--- src/rtl/cv32e40p_tmr_voter_seq.sv ---
// Registered TMR voter with per-replica fault tracking and TMR -> DMR -> HALT degradation.
// Optional cumulative error counters are enabled with CV32E40P_VOTER_ERR_CNT_EN.
module cv32e40p_tmr_voter_seq #(
    parameter int NBIT         = 32,
    parameter int FAULT_THRESH = 4,
    parameter int CNT_W        = 8
) (
    input  logic              clk,
    input  logic              rst,
    input  logic              valid_i,
    input  logic [NBIT-1:0]   data1_i,
    input  logic [NBIT-1:0]   data2_i,
    input  logic [NBIT-1:0]   data3_i,
    input  logic              clear_i,
    output logic [NBIT-1:0]   dataout_o,
    output logic              valid_o,
    output logic              mismatch_o,
    output logic [2:0]        minority_o,
    output logic [2:0]        fail_o,
    output logic              uncorr_o,
    output logic [1:0]        mode_o,
    output logic [3*CNT_W-1:0] err_cnt_o
);

    typedef enum logic [1:0] {
        MODE_TMR  = 2'b00,
        MODE_DMR  = 2'b01,
        MODE_HALT = 2'b10
    } mode_e;

    localparam logic [3:0] THR = FAULT_THRESH[3:0];

    mode_e           r_mode, w_mode_nxt;
    logic [2:0]      r_fail, w_fail_nxt;
    logic [2:0][3:0] r_cons, w_cons_nxt;

    logic [NBIT-1:0] r_data;
    logic            r_valid, r_mismatch, r_uncorr;
    logic [2:0]      r_minority;

    logic            w_eq12, w_eq13, w_eq23;
    logic [NBIT-1:0] w_vote, w_lo, w_hi;
    logic [2:0]      w_min;
    logic            w_mm, w_unc;

    assign w_eq12 = (data1_i == data2_i);
    assign w_eq13 = (data1_i == data3_i);
    assign w_eq23 = (data2_i == data3_i);

    // Healthy pair for DMR/HALT; lower index first.
    always_comb begin
        w_lo = data1_i;
        w_hi = data2_i;
        if (r_fail[0]) begin
            w_lo = data2_i;
            w_hi = data3_i;
        end else if (r_fail[1]) begin
            w_hi = data3_i;
        end
    end

    // A clearing vote uses full TMR rules even if the current mode is degraded.
    always_comb begin
        w_vote = data1_i;
        w_min  = 3'b000;
        w_mm   = 1'b0;
        w_unc  = 1'b0;
        if (clear_i || r_mode == MODE_TMR) begin
            if (w_eq12 && w_eq13) begin
                w_mm = 1'b0;
            end else if (w_eq12) begin
                w_min = 3'b100;
                w_mm  = 1'b1;
            end else if (w_eq13) begin
                w_min = 3'b010;
                w_mm  = 1'b1;
            end else if (w_eq23) begin
                w_vote = data2_i;
                w_min  = 3'b001;
                w_mm   = 1'b1;
            end else begin
                w_mm  = 1'b1;
                w_unc = 1'b1;
            end
        end else begin
            w_vote = w_lo;
            w_mm   = (w_lo != w_hi);
            w_unc  = (w_lo != w_hi);
        end
    end

    always_comb begin
        w_mode_nxt = r_mode;
        w_fail_nxt = r_fail;
        w_cons_nxt = r_cons;
        if (clear_i) begin
            w_mode_nxt = MODE_TMR;
            w_fail_nxt = 3'b000;
            w_cons_nxt = '0;
        end else if (valid_i && r_mode == MODE_TMR && !w_unc) begin
            for (int k = 0; k < 3; k++) begin
                if (w_min[k]) begin
                    if (r_cons[k] + 4'd1 >= THR) begin
                        w_cons_nxt[k] = THR;
                        w_fail_nxt[k] = 1'b1;
                        w_mode_nxt    = MODE_DMR;
                    end else begin
                        w_cons_nxt[k] = r_cons[k] + 4'd1;
                    end
                end else begin
                    w_cons_nxt[k] = 4'd0;
                end
            end
        end else if (valid_i && r_mode == MODE_DMR && w_unc) begin
            w_mode_nxt = MODE_HALT;
        end
    end

    always_ff @(posedge clk or posedge rst) begin
        if (rst) begin
            r_mode     <= MODE_TMR;
            r_fail     <= 3'b000;
            r_cons     <= '0;
            r_data     <= '0;
            r_valid    <= 1'b0;
            r_mismatch <= 1'b0;
            r_minority <= 3'b000;
            r_uncorr   <= 1'b0;
        end else begin
            r_mode  <= w_mode_nxt;
            r_fail  <= w_fail_nxt;
            r_cons  <= w_cons_nxt;
            r_valid <= valid_i;
            if (valid_i) begin
                r_data     <= w_vote;
                r_mismatch <= w_mm;
                r_minority <= w_min;
                r_uncorr   <= w_unc;
            end else begin
                r_mismatch <= 1'b0;
                r_minority <= 3'b000;
                r_uncorr   <= 1'b0;
            end
        end
    end

`ifdef CV32E40P_VOTER_ERR_CNT_EN
    logic [2:0][CNT_W-1:0] r_err;

    // Clearing votes are not counted.
    always_ff @(posedge clk or posedge rst) begin
        if (rst) begin
            r_err <= '0;
        end else if (valid_i && !clear_i) begin
            for (int k = 0; k < 3; k++) begin
                if (w_min[k] && r_err[k] != {CNT_W{1'b1}}) r_err[k] <= r_err[k] + 1'b1;
            end
        end
    end

    assign err_cnt_o = r_err;
`else
    assign err_cnt_o = '0;
`endif

    assign dataout_o  = r_data;
    assign valid_o    = r_valid;
    assign mismatch_o = r_mismatch;
    assign minority_o = r_minority;
    assign fail_o     = r_fail;
    assign uncorr_o   = r_uncorr;
    assign mode_o     = r_mode;

endmodule

--- config.mk ---
export PLATFORM = sky130hd
export DESIGN_NAME = cv32e40p_tmr_voter_seq
export DESIGN_NICKNAME = d
export VERILOG_FILES = /design/src/rtl/cv32e40p_tmr_voter_seq.sv
export SDC_FILE = /design/constraint.sdc
export NUM_CORES = 1
export LEC_CHECK = 0
export ABC_AREA = 0
export CAP_MARGIN = 25
export CORE_ASPECT_RATIO = 0.7
export CORE_MARGIN = 3
export CORE_UTILIZATION = 40
export DETAILED_ROUTE_END_ITERATION = 8
export DONT_BUFFER_PORTS = 1
export PLACE_DENSITY = 0.56
export SLEW_MARGIN = 20
export SYNTH_ARGS = -nofsm -noshare
export SYNTH_HDL_FRONTEND = slang
export SYNTH_SLANG_ARGS = --single-unit
export TNS_END_PERCENT = 20
--- constraint.sdc ---
create_clock -name clk -period 5.5 [get_ports clk]
set_input_delay 0.825 -clock clk [delete_from_list [all_inputs] [get_ports clk]]
set_output_delay 0.825 -clock clk [all_outputs]
set_load 0.1 [all_outputs]
### Word-level counts from Yosys, hierarchy flattened

Cells that the tools add are included.

* flip-flop bits (word level): 55
* input port bits: 100
* output and inout bits: 67
* logic and storage cells: 90

* add/subtract/negate cells: 3
* order comparisons: 3
* equality and inequality tests: 5
* mux-type cells: 48
* reduce and logical (&&, ||, !) cells: 19

Operators with widths (count)
* $mux W32: 8
* $eq A32 B32 Y1: 3
* $ne A32 B32 Y1: 1
* $mux W12: 2
* $mux W4: 6
* $mux W2: 10
* $mux W3: 6
* $mux W1: 16
* $reduce_bool A2 Y1: 7
* $add A4 B1 Y4 const B: 3
* $ge A4 B3 Y1 const B: 3
* $reduce_and A3 Y1: 3
* $logic_and A1 B1 Y1: 5
* $reduce_bool A3 Y1: 1
* $eq A2 B1 Y1 const B: 1
* $logic_not A2 Y1: 1
* $logic_not A1 Y1: 1
* $logic_or A1 B1 Y1: 1

### Logic depth before layout (Yosys ltp)

Gate-level depths: netlist of run 1.

* depth after elaboration: 13
* gate-level depth with buffers: 10
* gate-level depth less buffers: 7

### Worst setup path after synthesis of run 1

Ideal clock, no wire load.

* kind: flip-flop to flip-flop
* from: register r_fail[1] (netlist: fail_o[1])
* to: register r_mode[1] (netlist: mode_o[1])
* library setup time: 0.136 ns
* arrival time: 2.801 ns
* required time: 5.364 ns
* setup slack: 2.563 ns
* stages on the path, launching flop included: 10
* buffers on the path: 2
* path through: dfrtp_1 -> clkbuf_1 -> buf_2 -> mux2i_1 -> xnor2_1 -> nor4_1 -> nand4_1 -> a2111oi_1 -> a31o_2 -> o22ai_1

* longest elaborated chain between the ends: 8
* elaborated cells between the ends (all ways): 10
* those cells by class: eq/ne: 1; mux: 5; reduce/logical: 4

RTL lines
* from (decl): line 34 `logic [2:0] r_fail, w_fail_nxt;`
* from (signal assigned): line 131 `r_fail <= w_fail_nxt;`
* $mux W32 *: line 57 `end else if (r_fail[1]) begin`
* $mux W32 *: line 54 `if (r_fail[0]) begin`
* $ne A32 B32 Y1 *: line 88 `w_unc = (w_lo != w_hi);`
* $mux W1 *: line 68 `if (clear_i || r_mode == MODE_TMR) begin`
* $logic_not A1 Y1: line 100 `end else if (valid_i && r_mode == MODE_TMR && !w_unc) begin`
* $logic_and A1 B1 Y1: line 100
* $mux W2: line 100
* $mux W2: line 96 `if (clear_i) begin`
* to (signal assigned): line 130 `r_mode <= w_mode_nxt;`
* to (decl): line 33 `mode_e r_mode, w_mode_nxt;`

Mark *: on every way between the ends. The rest lies on a longest branch, timed or not.
A chain may end at the register's enable or synchronous reset.

### Worst setup path after layout of run 1

* from: input data2_i[26]
* to: register r_data[23] (netlist: dataout_o[23])

* longest elaborated chain between the ends: 6
* elaborated cells between the ends (all ways): 8
* those cells by class: eq/ne: 2; mux: 5; reduce/logical: 1

RTL lines
* from (decl): line 12 `input logic [NBIT-1:0] data2_i,`
* $eq A32 B32 Y1: line 48 `assign w_eq23 = (data2_i == data3_i);`
* $mux W32: line 77 `end else if (w_eq23) begin`
* $mux W32: line 74 `end else if (w_eq13) begin`
* $mux W32: line 71 `end else if (w_eq12) begin`
* $mux W32 *: line 69 `if (w_eq12 && w_eq13) begin`
* $mux W32 *: line 68
* to (signal assigned): line 135 `r_data <= w_vote;`
* to (decl): line 37 `logic [NBIT-1:0] r_data;`

Marks and branches as above.

==> flow_metrics.tcl, run 1 <==
set metrics [dict create \
    status "finished, final reports clean" \
    p_leak_uw 0.002019 \
    track_usage_pct 25.17 \
    critPathKind "in -> reg" \
    setup_violations 0 \
    slew_viol_final 0 \
    crit_top_cell "nand4_1" \
    clkSinkCount 55 \
    fp.dieH_um 102.6 \
    min_period_ns 3.563 \
    synthesis.area_um2 5335 \
    hold_viol_final 0 \
    fin_tns_setup_ns 0 \
    skew_ns 0.009356 \
    grt_remaining_overflow 0 \
    synth-edff-count 0 \
    antenna_cells 0 \
    drt-total-wl_um 19320 \
    yosys.area.top_type "dfrtp_1" \
    required_ns 5.70 \
    htree_levels 2 \
    area_delta_synth_final_pct 3.330 \
    core_um2 12720 \
    grt_pass1_vias 4687 \
    cp_num_buf_inv 1 \
    r2r_cells 7 \
    place_hpwl_um 15120 \
    dr.pass1.iters 6 \
    hold_class "reg -> reg" \
    p_per_area_nw_per_um2 222.0 \
    cp.arrival_ns 3.76 \
    crit_fanout 18 \
    final_nets 731 \
    yosys_register_bits 55 \
    cpLargestDelayFamily "simple AND/OR/NAND/NOR gates" \
    worstSkewPairLatency_ns 0.31 \
    slew_headroom_pct 28.23 \
    yosys.area.top_type_share_pct 25.80 \
    drc 0 \
    grt_pass1_wl_um 28240 \
    min_period_over_period_pct 64.78 \
    die_x_um 144.0 \
    seq_area_frac_synth_pct 25.80 \
    rows 34 \
    critPathLaunchType "input port" \
    crit_chain "xnor2_1 -> nand4_1 -> nor4_1 -> nand4_1 -> o22ai_4 -> buf_4 -> mux2i_1 -> a21oi_1" \
    port_buffers 0 \
    cp_num_cells 8 \
    worst_path_max_delay_cell "o22ai_4" \
    slowest_delay_ns 0.80 \
    synthesis.instances 649 \
    clockBufferDepth 2 \
    antenna_found_initial 2 \
    maxCapViolCount 0 \
    drt-initial-drc-count 560 \
    min_path_cells 1 \
    start_util_pct 41.94 \
    cts_resized 0 \
    ys.flop_type "dfrtp_1" \
    cts_tree "done" \
    vias_per_cell 6.273 \
    synthArstFlopShare_pct 100.0 \
    layoutNonFillerInstCount 791 \
    drive_gt1_share_pct 4.769 \
    ir_worst_vdd_v 0.0001376 \
    gp_congestion 0.9553 \
    avgRoutedWirePerCell_um 24.42 \
    root_buffer "clkbuf_16" \
    fp.dieArea_um2 14780 \
    cts_setup_buffers 0 \
    io_pins 167 \
    synth.avg_cell_area_um2 8.221 \
    synth_cell_types 63 \
    max_freq_mhz 280.7 \
    hold_slack_ns 0.5789 \
    clk_pin_slew_ns 0.08 \
    grt_max_degree 69 \
    place_inst 782 \
    worst_pin_slew_ns 1.077 \
    yosys-top-cells-area "dfrtp_1 26%, xnor2_1 12%, mux2i_1 9.6%, nand2b_1 5.9%, a21oi_1 4.0%" \
    cts_buffers 5 \
    cts_hold_buf 0 \
    cp-end-kind "flop" \
    vias 4962 \
    grt_setup_unrepaired "no" \
    ys_warn_count 0 \
    antenna_left 0 \
]
## sequential cells by signal (all words and copies together), names as in the netlist
name	flops
dataout_o	32
fail_o	3
minority_o	3
mismatch_o	1
mode_o	2
r_cons	12
uncorr_o	1
valid_o	1
## stage by stage
stage	area [um2]	utilization, %	power [uW]	worst slack [ns]
after detailed placement	5336	41.95	874.2	1.737
final	5513	43.34	1224	1.937
after global placement	5336	41.95	874.0	1.793
after floorplan	5421	-	851.8	2.563
after CTS	5493	43.18	1230	1.971
after global routing	5513	43.34	1269	1.806
## power breakdown
group | internal (uW) | switching, uW
clock | 177 | 176
sequential | 422 | 189
combinational | 93.5 | 166
## per-layer routing
layer / routed length (um) / GRT usage, % / up-vias
li1: - / - / 2246
met1: 8434 / 36.87 / 2372
met2: 7592 / 34.17 / 320
met3: 3068 / 11.50 / 20
met4: 197 / 4.052 / 4
met5: 25 / 0 / -
## area by class of cell
type                       instances  area (um2)
sequential                        55        1379
inverter                          29       108.9
clock inverter                     3       31.28
clock buffer                       5       125.1
timing repair buffer               6       57.56
fill                            1295        7207
tap                              162       202.7
multi-input combinational        531        3608
## cell usage after synthesis, drive strengths merged (3+ instances only)
library cell and count:
a2111o 3, a211oi 14, a21o 4, a21oi 43, a221oi 8, a222oi 4
a31oi 17, and2 12, and3b 3, buf 38, clkbuf 19, dfrtp 55
ha 3, inv 29, mux2i 51, nand2 40, nand2b 50, nand3 11
nand4 21, nor2 47, nor2b 7, nor3 8, nor4 13, o2111ai 6
o21ai 3, o22ai 14, o2bb2ai 3, o31ai 3, or4 3, xnor2 76
xor2 7
## layout by cell type, fill, tap and decap left out, drive strengths merged, types with 3 or more instances in the layout
cell	n
xnor2	76
dfrtp	55
mux2i	51
nand2b	50
nor2	47
a21oi	43
nand2	40
inv	31
conb	24
nand4	21
a31oi	17
a211oi	14
o22ai	14
nor4	13
and2	12
nand3	11
a221oi	8
nor3	8
nor2b	7
xor2	7
o2111ai	6
buf	6
clkbuf	5
a21o	4
a222oi	4
o2bb2ai	3
or4	3
o21ai	3
a2111o	3
and3b	3
ha	3
o31ai	3
## worst reg2reg max path, cell delays in order, from the launching register on
cell and delay (ns):
dfrtp_2 0.36, buf_4 0.55, a221oi_1 0.36, or4_1 0.65, nor4_1 0.43, nor4b_1 0.48
a31o_2 0.27, nor2_1 0.08
## final timing paths
| path | startpoint | end | slack [ns] |
|---|---|---|---|
| setup reg to reg | fail_o[0] | uncorr_o | 2.20 |
| max in group asynchronous | rst | fail_o[1] | 4.34 |
| setup / recovery | data2_i[26] | dataout_o[23] | 1.94 |
| hold / removal | r_cons[7] | r_cons[7] | 0.58 |
| hold reg to reg | r_cons[7] | r_cons[7] | 0.58 |
| min in group asynchronous | rst | r_cons[3] | 0.61 |
## cells by family (layout without fill, tap and decap cells)
family	count (synthesis)	in the layout	share of synthesized area [%]
compound gates	138	138	18.13
other cells	1	24	0.07029
xor+xnor	83	83	13.63
fa+ha+maj	3	3	0.7036
flops	55	55	25.80
mux	53	53	9.991
buf+inv	86	43	8.326
simple gates	230	230	23.36
Note: power is estimated with default switching activity, not from simulation.
==> run 2, diff against run 1 <==
--- a/config.mk
+++ b/config.mk
@@ -5,7 +5,7 @@
 export SDC_FILE = /design/constraint.sdc
 export NUM_CORES = 1
 export LEC_CHECK = 0
-export ABC_AREA = 0
+export ABC_AREA = 1
 export CAP_MARGIN = 25
 export CORE_ASPECT_RATIO = 0.7
 export CORE_MARGIN = 3
==> constraint.sdc (replaced) <==
create_clock -name clk -period 3.4 [get_ports clk]
set_input_delay 0.51 -clock clk [delete_from_list [all_inputs] [get_ports clk]]
set_output_delay 0.51 -clock clk [all_outputs]
set_load 0.1 [all_outputs]
==> run 2 against run 1 <==
Net effect: sequential power increased by 62%; synthesized cell count rose by 64%; register-to-register slack got worse by 1.4 ns; total power is 67% higher; worst hold slack worse by 0.49 ns; via count increased by 26%; global-route usage down 0.93 points; clock-buffer cell count is 1 higher; combinational power is 82% higher; first-iteration DRC count shrank 21%; synthesized area grew 11%; non-clock buffer count up 10; critical path type is now reg -> reg; critical endpoint is now fail_o[0]; largest cell class unchanged.
==> flow_metrics.tcl, run 2 <==
set metrics [dict create \
    drt-initial-drc-count 442 \
    cp-end-kind "flop" \
    rows 36 \
    setup_violations 0 \
    max_freq_mhz 385.1 \
    clk_pin_slew_ns 0.08 \
    synth_top_family_by_area "simple AND/OR/NAND/NOR gates" \
    critPathLaunchType "flop" \
    ys_warn_count 0 \
    final_nets 1156 \
    maxCapViolCount 0 \
    synth_xor_area_share_pct 5.633 \
    yosys.area.top_type "nand2_1" \
    yosys.area.top_type_share_pct 30.05 \
    synthMuxAreaShare_pct 0 \
    die_x_um 151.3 \
    track_usage_pct 24.24 \
    clockBufferDepth 2 \
    grt_pass1_wl_um 30770 \
    slew_viol_final 0 \
    final_cell_mix "472 x nand2_1, 127 x inv_1, 86 x o21ai_0" \
    vias 6258 \
    seq_area_frac_synth_pct 23.30 \
    root_buffer "clkbuf_16" \
    required_ns 3.65 \
    vias_per_cell 5.031 \
    cts_resized 0 \
    avgRoutedWirePerCell_um 15.79 \
    skew_ns 0.008342 \
    yosys-top-cells-area "nand2_1 30%, dfrtp_1 23%, inv_1 8.1%, o21ai_0 7.3%, nand3_1 4.4%" \
    synthesis.instances 1067 \
    slew_headroom_pct 35.97 \
    synth-edff-count 0 \
    critPathKind "reg -> reg" \
    synthArstFlopShare_pct 100.0 \
    yosys_register_bits 55 \
    antenna_cells 0 \
    synth_compound_area_share_pct 11.67 \
    dr.pass1.iters 5 \
    cts_setup_buffers 0 \
    min_period_over_period_pct 76.38 \
    nFillCells 1610 \
    yosys-top-cells-count "473 x nand2_1, 128 x inv_1, 86 x o21ai_0" \
    crit_fanout 21 \
    port_buffers 0 \
    drc 0 \
    hold_viol_final 0 \
    cp.arrival_ns 2.84 \
    r2r_slack_ns 0.80 \
    worstSkewPairLatency_ns 0.31 \
    ys.flop_type "dfrtp_1" \
    synth_fa_ha_area_share_pct 0.6353 \
    synth.avg_cell_area_um2 5.537 \
    grt_setup_unrepaired "no" \
    p_leak_uw 0.003483 \
    r2r-start "fail_o[0]" \
    worst_pin_slew_ns 0.9604 \
    cts_buffers 5 \
    ir_worst_vdd_v 0.0002006 \
    r2r_end "fail_o[0]" \
    grt_max_degree 52 \
    fin_tns_setup_ns 0 \
    htree_levels 2 \
    fp.dieArea_um2 16290 \
    yosysMostFrequentCell "nand2_1" \
    io_pins 167 \
    cts_tree "done" \
    drive_gt1_share_pct 3.605 \
    place_hpwl_um 15160 \
    layout_commonest_cell "nand2_1" \
    clkSinkCount 55 \
    antenna_left 0 \
    p_per_area_nw_per_um2 331.3 \
    synthesis.area_um2 5908 \
    min_period_ns 2.597 \
    antenna_found_initial 0 \
    fin_util_pct 43.41 \
    fp.dieH_um 107.7 \
    synth_cell_types 28 \
    status "finished, final reports clean" \
    grt_remaining_overflow 0 \
    gp_congestion 0.8622 \
    r2r_cells 15 \
    area_delta_synth_final_pct 4.257 \
    drt-total-wl_um 19640 \
    cts_hold_buf 0 \
    hold_class "in -> async" \
    core_um2 14190 \
    largest_reg_flops 32 \
    synthSimpleGateAreaFrac_pct 44.03 \
    grt_pass1_vias 5558 \
    start_util_pct 41.64 \
]
==> run 2: metal layers <==
metal  vias to the layer above  track usage, %  share of wire [%]
li1                       3261               -                  -
met1                      2735           36.32                 48
met2                       247           34.17                 40
met3                        15           7.365                 11
met4                         0           4.334               0.89
met5                         -               0                  0
==> run 2: metrics by stage <==
step / cells / setup WS, ns / power (uW) / cell area (um2) / hold slack (ns)
final: 1244 / 0.8031 / 2040 / 6160 / 0.08871
after CTS: 1244 / 0.7965 / 2052 / 6160 / 0.1097
after detailed placement: 1236 / 0.8191 / 1472 / 6005 / 0.4464
after floorplan: 1090 / 0.8184 / 1410 / 5995 / 0.4699
after global routing: 1244 / 0.4390 / 2147 / 6160 / 0.1251
after global placement: 1236 / 0.8694 / 1473 / 6005 / 0.4383
==> run 2: area by class of cell <==
class	count	area, um2	share of cell area (%)
clock buffer	6	138.9	2.255
clock inverter	2	16.27	0.2641
inverter	134	503.0	8.166
multi-input combinational	841	3754	60.94
sequential	55	1378	22.36
tap	190	237.7	3.859
timing repair buffer	16	132.6	2.153
==> run 2: power breakdown <==
| group | internal [uW] | switching, uW |
|---|---|---|
| clock | 296 | 283 |
| sequential | 684 | 306 |
| combinational | 138 | 334 |
| total | 1120 | 923 |
==> run 2: cells by family (layout without fill, tap and decap cells) <==
family | count (synthesis) | in the layout
AOI/OAI and AO/OA | 133 | 133
xor gates and xnor gates | 38 | 38
adders and majority gates | 3 | 3
buffers and inverters | 194 | 158
DFF | 55 | 55
other | 1 | 24
and+or+nand+nor | 643 | 643
==> run 2: worst max-delay path, cell delays in order, from the launching register on <==
cell and delay (ns):
dfrtp_2 0.40, buf_4 0.45, nand2_1 0.09, o21ai_1 0.13, inv_2 0.05, a21oi_1 0.14, nand2_1 0.06, nor2_1 0.12
nand2_1 0.07, nor2_1 0.14, nand3_1 0.15, nand2_1 0.13, nand2_2 0.19, nand2_2 0.24, nand2_1 0.10, nand2_1 0.06
==> run 2: worst max-delay path by stage <==
stage                    start        end  slack, ns  depth (start not counted)
floorplan            fail_o[0]  mode_o[0]       0.82                         17
global placement    data2_i[1]  r_cons[0]       0.87                         13
detailed placement   fail_o[0]  fail_o[0]       0.82                         15
CTS                  fail_o[0]  fail_o[0]       0.80                         15
global route         fail_o[1]  fail_o[0]       0.44                         16
finish               fail_o[0]  fail_o[0]       0.80                         15
==> run 3, diff against run 2 <==
--- a/config.mk
+++ b/config.mk
@@ -5,14 +5,14 @@
 export SDC_FILE = /design/constraint.sdc
 export NUM_CORES = 1
 export LEC_CHECK = 0
-export ABC_AREA = 1
+export ABC_AREA = 0
 export CAP_MARGIN = 25
 export CORE_ASPECT_RATIO = 0.7
 export CORE_MARGIN = 3
 export CORE_UTILIZATION = 40
 export DETAILED_ROUTE_END_ITERATION = 8
 export DONT_BUFFER_PORTS = 1
-export PLACE_DENSITY = 0.56
+export PLACE_DENSITY = 0.58
 export SLEW_MARGIN = 20
 export SYNTH_ARGS = -nofsm -noshare
 export SYNTH_HDL_FRONTEND = slang
==> constraint.sdc (replaced) <==
create_clock -name clk -period 2.1 [get_ports clk]
set_input_delay 0.315 -clock clk [delete_from_list [all_inputs] [get_ports clk]]
set_output_delay 0.315 -clock clk [all_outputs]
set_load 0.1 [all_outputs]
==> run 3 against run 2 <==
Net effect: wire length rose by 5.4%; via count fell by 16%; highest routed layer unchanged; sequential share of layout area down 1.4 points; the run now ends with negative setup slack left; largest power group is now combinational cells; clock power increased by 58%.
==> flow_metrics.tcl, run 3 (same netlist as run 1, synthesis figures left out) <==
set metrics [dict create \
    skew_ns 0.009428 \
    die_x_um 144.0 \
    switchingPower_uw 1428 \
    antenna_cells 0 \
    core_um2 12720 \
    slew_viol_final 0 \
    hold_path_end "valid_o" \
    setup_ws_ns -0.3535 \
    cp-end-kind "flop" \
    fp.dieArea_um2 14780 \
    vias 5248 \
    place_inst 884 \
    grt_remaining_overflow 0 \
    grt_pass1_vias 5180 \
    grt_pass1_wl_um 30820 \
    drt-total-wl_um 20700 \
    r2r-start "fail_o[1]" \
    start_util_pct 41.94 \
    gp_congestion 1.013 \
    r2r_end "mode_o[0]" \
    drc 0 \
    area_delta_synth_final_pct 23.52 \
    met1_length_um 9364 \
    place_ws_ns -0.4351 \
    maxCapViolCount 0 \
    required_ns 2.32 \
    critPathLaunchType "flop" \
    multi_input_area_um2 3759 \
    htree_levels 2 \
    final_nets 840 \
    cts_buffers 5 \
    top_layer "met4" \
    port_buffers 0 \
    r2r_cells 9 \
    max_freq_mhz 407.6 \
    min_path_cells 0 \
    final_cell_mix "102 x buf_4, 72 x xnor2_1, 52 x dfrtp_1" \
    ir_worst_vdd_v 0.0003600 \
    slew_headroom_pct 60.39 \
    antenna_found_initial 0 \
    fin_util_pct 51.81 \
    nFillCells 1212 \
    setup_violations 7 \
    worst_pin_slew_ns 0.5906 \
    dr.pass1.iters 5 \
    switching_share_pct 42.28 \
    track_usage_pct 27.67 \
    clkPwrFrac_pct 27.2 \
    vias_per_cell 5.831 \
    drive_gt1_share_pct 21.14 \
    place_hpwl_um 16710 \
    clockBufferDepth 2 \
    hold_viol_final 0 \
    violations "negative setup slack" \
    r2r_slack_ns -0.35 \
    grt_setup_unrepaired "yes" \
    largest_reg_flops 32 \
    internal-power_uw 1950 \
    min_period_ns 2.454 \
    critPathKind "reg -> reg" \
    cp.arrival_ns 2.68 \
    avgRoutedWirePerCell_um 23.00 \
    fp.dieH_um 102.6 \
    grt_max_degree 69 \
    worstSkewPairLatency_ns 0.30 \
    seq_area_um2 1380 \
    hold_class "in -> reg" \
    clkSinkCount 55 \
    layoutNonFillerInstCount 900 \
    clk_pin_slew_ns 0.08 \
    drt-initial-drc-count 488 \
    status "complete, but fails checks" \
    p_per_area_nw_per_um2 512.5 \
    cts_tree "done" \
    min_period_over_period_pct 116.8 \
    routed-wl-met2_um 8402 \
    layout_commonest_cell "buf_4" \
    rows 34 \
    io_pins 167 \
    hp-start "valid_i" \
    seq_power_share_pct 33.5 \
    comb_power_share_pct 39.3 \
    p_leak_uw 0.002631 \
    root_buffer "clkbuf_16" \
    wl_met3_um 2738 \
    crit_fanout 11 \
    antenna_left 0 \
]
## run 3: critical path, cell delays in order, from the launching register on
cell,delay (ns)
dfrtp_2,0.42
buf_12,0.16
mux2i_2,0.23
xnor2_1,0.09
nor4_1,0.32
nand4_1,0.27
a2111oi_4,0.42
buf_4,0.19
a31oi_1,0.08
o22ai_1,0.18
## run 3: worst max-delay path by stage
stage | startpoint | endpoint | slack, ns | depth (start not counted)
2_1_floorplan | fail_o[1] | mode_o[1] | -0.38 | 9
3_3_place_gp | fail_o[1] | mode_o[1] | -0.39 | 10
6_report | fail_o[1] | mode_o[0] | -0.35 | 9
5_1_grt | fail_o[1] | mode_o[1] | -0.40 | 9
4_1_cts | fail_o[1] | mode_o[1] | -0.28 | 9
3_5_place_dp | fail_o[1] | mode_o[1] | -0.44 | 9
## run 3: layout make-up
type                            instances  area share [%]
Clock inverter                          3          0.5126
Multi-Input combinational cell        531           57.03
Sequential cell                        55           20.94
Inverter                               29           1.652
Timing Repair Buffer                  115           14.89
Clock buffer                            5           1.899
Tap cell                              162           3.076
## run 3: power groups by stage
stage | registers (uW) | logic (uW) | clock network, uW
after global routing | 1140 | 1390 | 987
after global placement | 1150 | 1290 | 0
after CTS | 1130 | 1300 | 938
after floorplan | 1600 | 630 | 0
after detailed placement | 1150 | 1290 | 0
final | 1130 | 1330 | 918
## run 3: per-layer routing
layer | vias up | global-route usage [%]
met2 | 283 | 40.42
met5 | - | 0
met3 | 18 | 9.504
met4 | 0 | 3.980
met1 | 2481 | 40.36
li1 | 2466 | -
## run 3: timing repair
action,in CTS,in global routing
pin swaps,8,10
setup buffers,4,3
hold buffers,1,0
gates resized for setup,9,18
setup endpoints to repair,25,46
endpoints found under the hold margin,23,0
## run 3: per-stage QoR
stage / cell area, um2 / TNS [ns] / power (uW) / hold slack, ns
CTS: 6466 / -1.046 / 3375 / 0.03787
global placement: 6202 / -12.25 / 2438 / 0.2687
detailed placement: 6202 / -16.29 / 2442 / 0.2878
global route: 6590 / -1.748 / 3512 / 0.03583
finish: 6590 / -1.353 / 3378 / 0.06149
floorplan: 5458 / -9.733 / 2232 / 0.3464
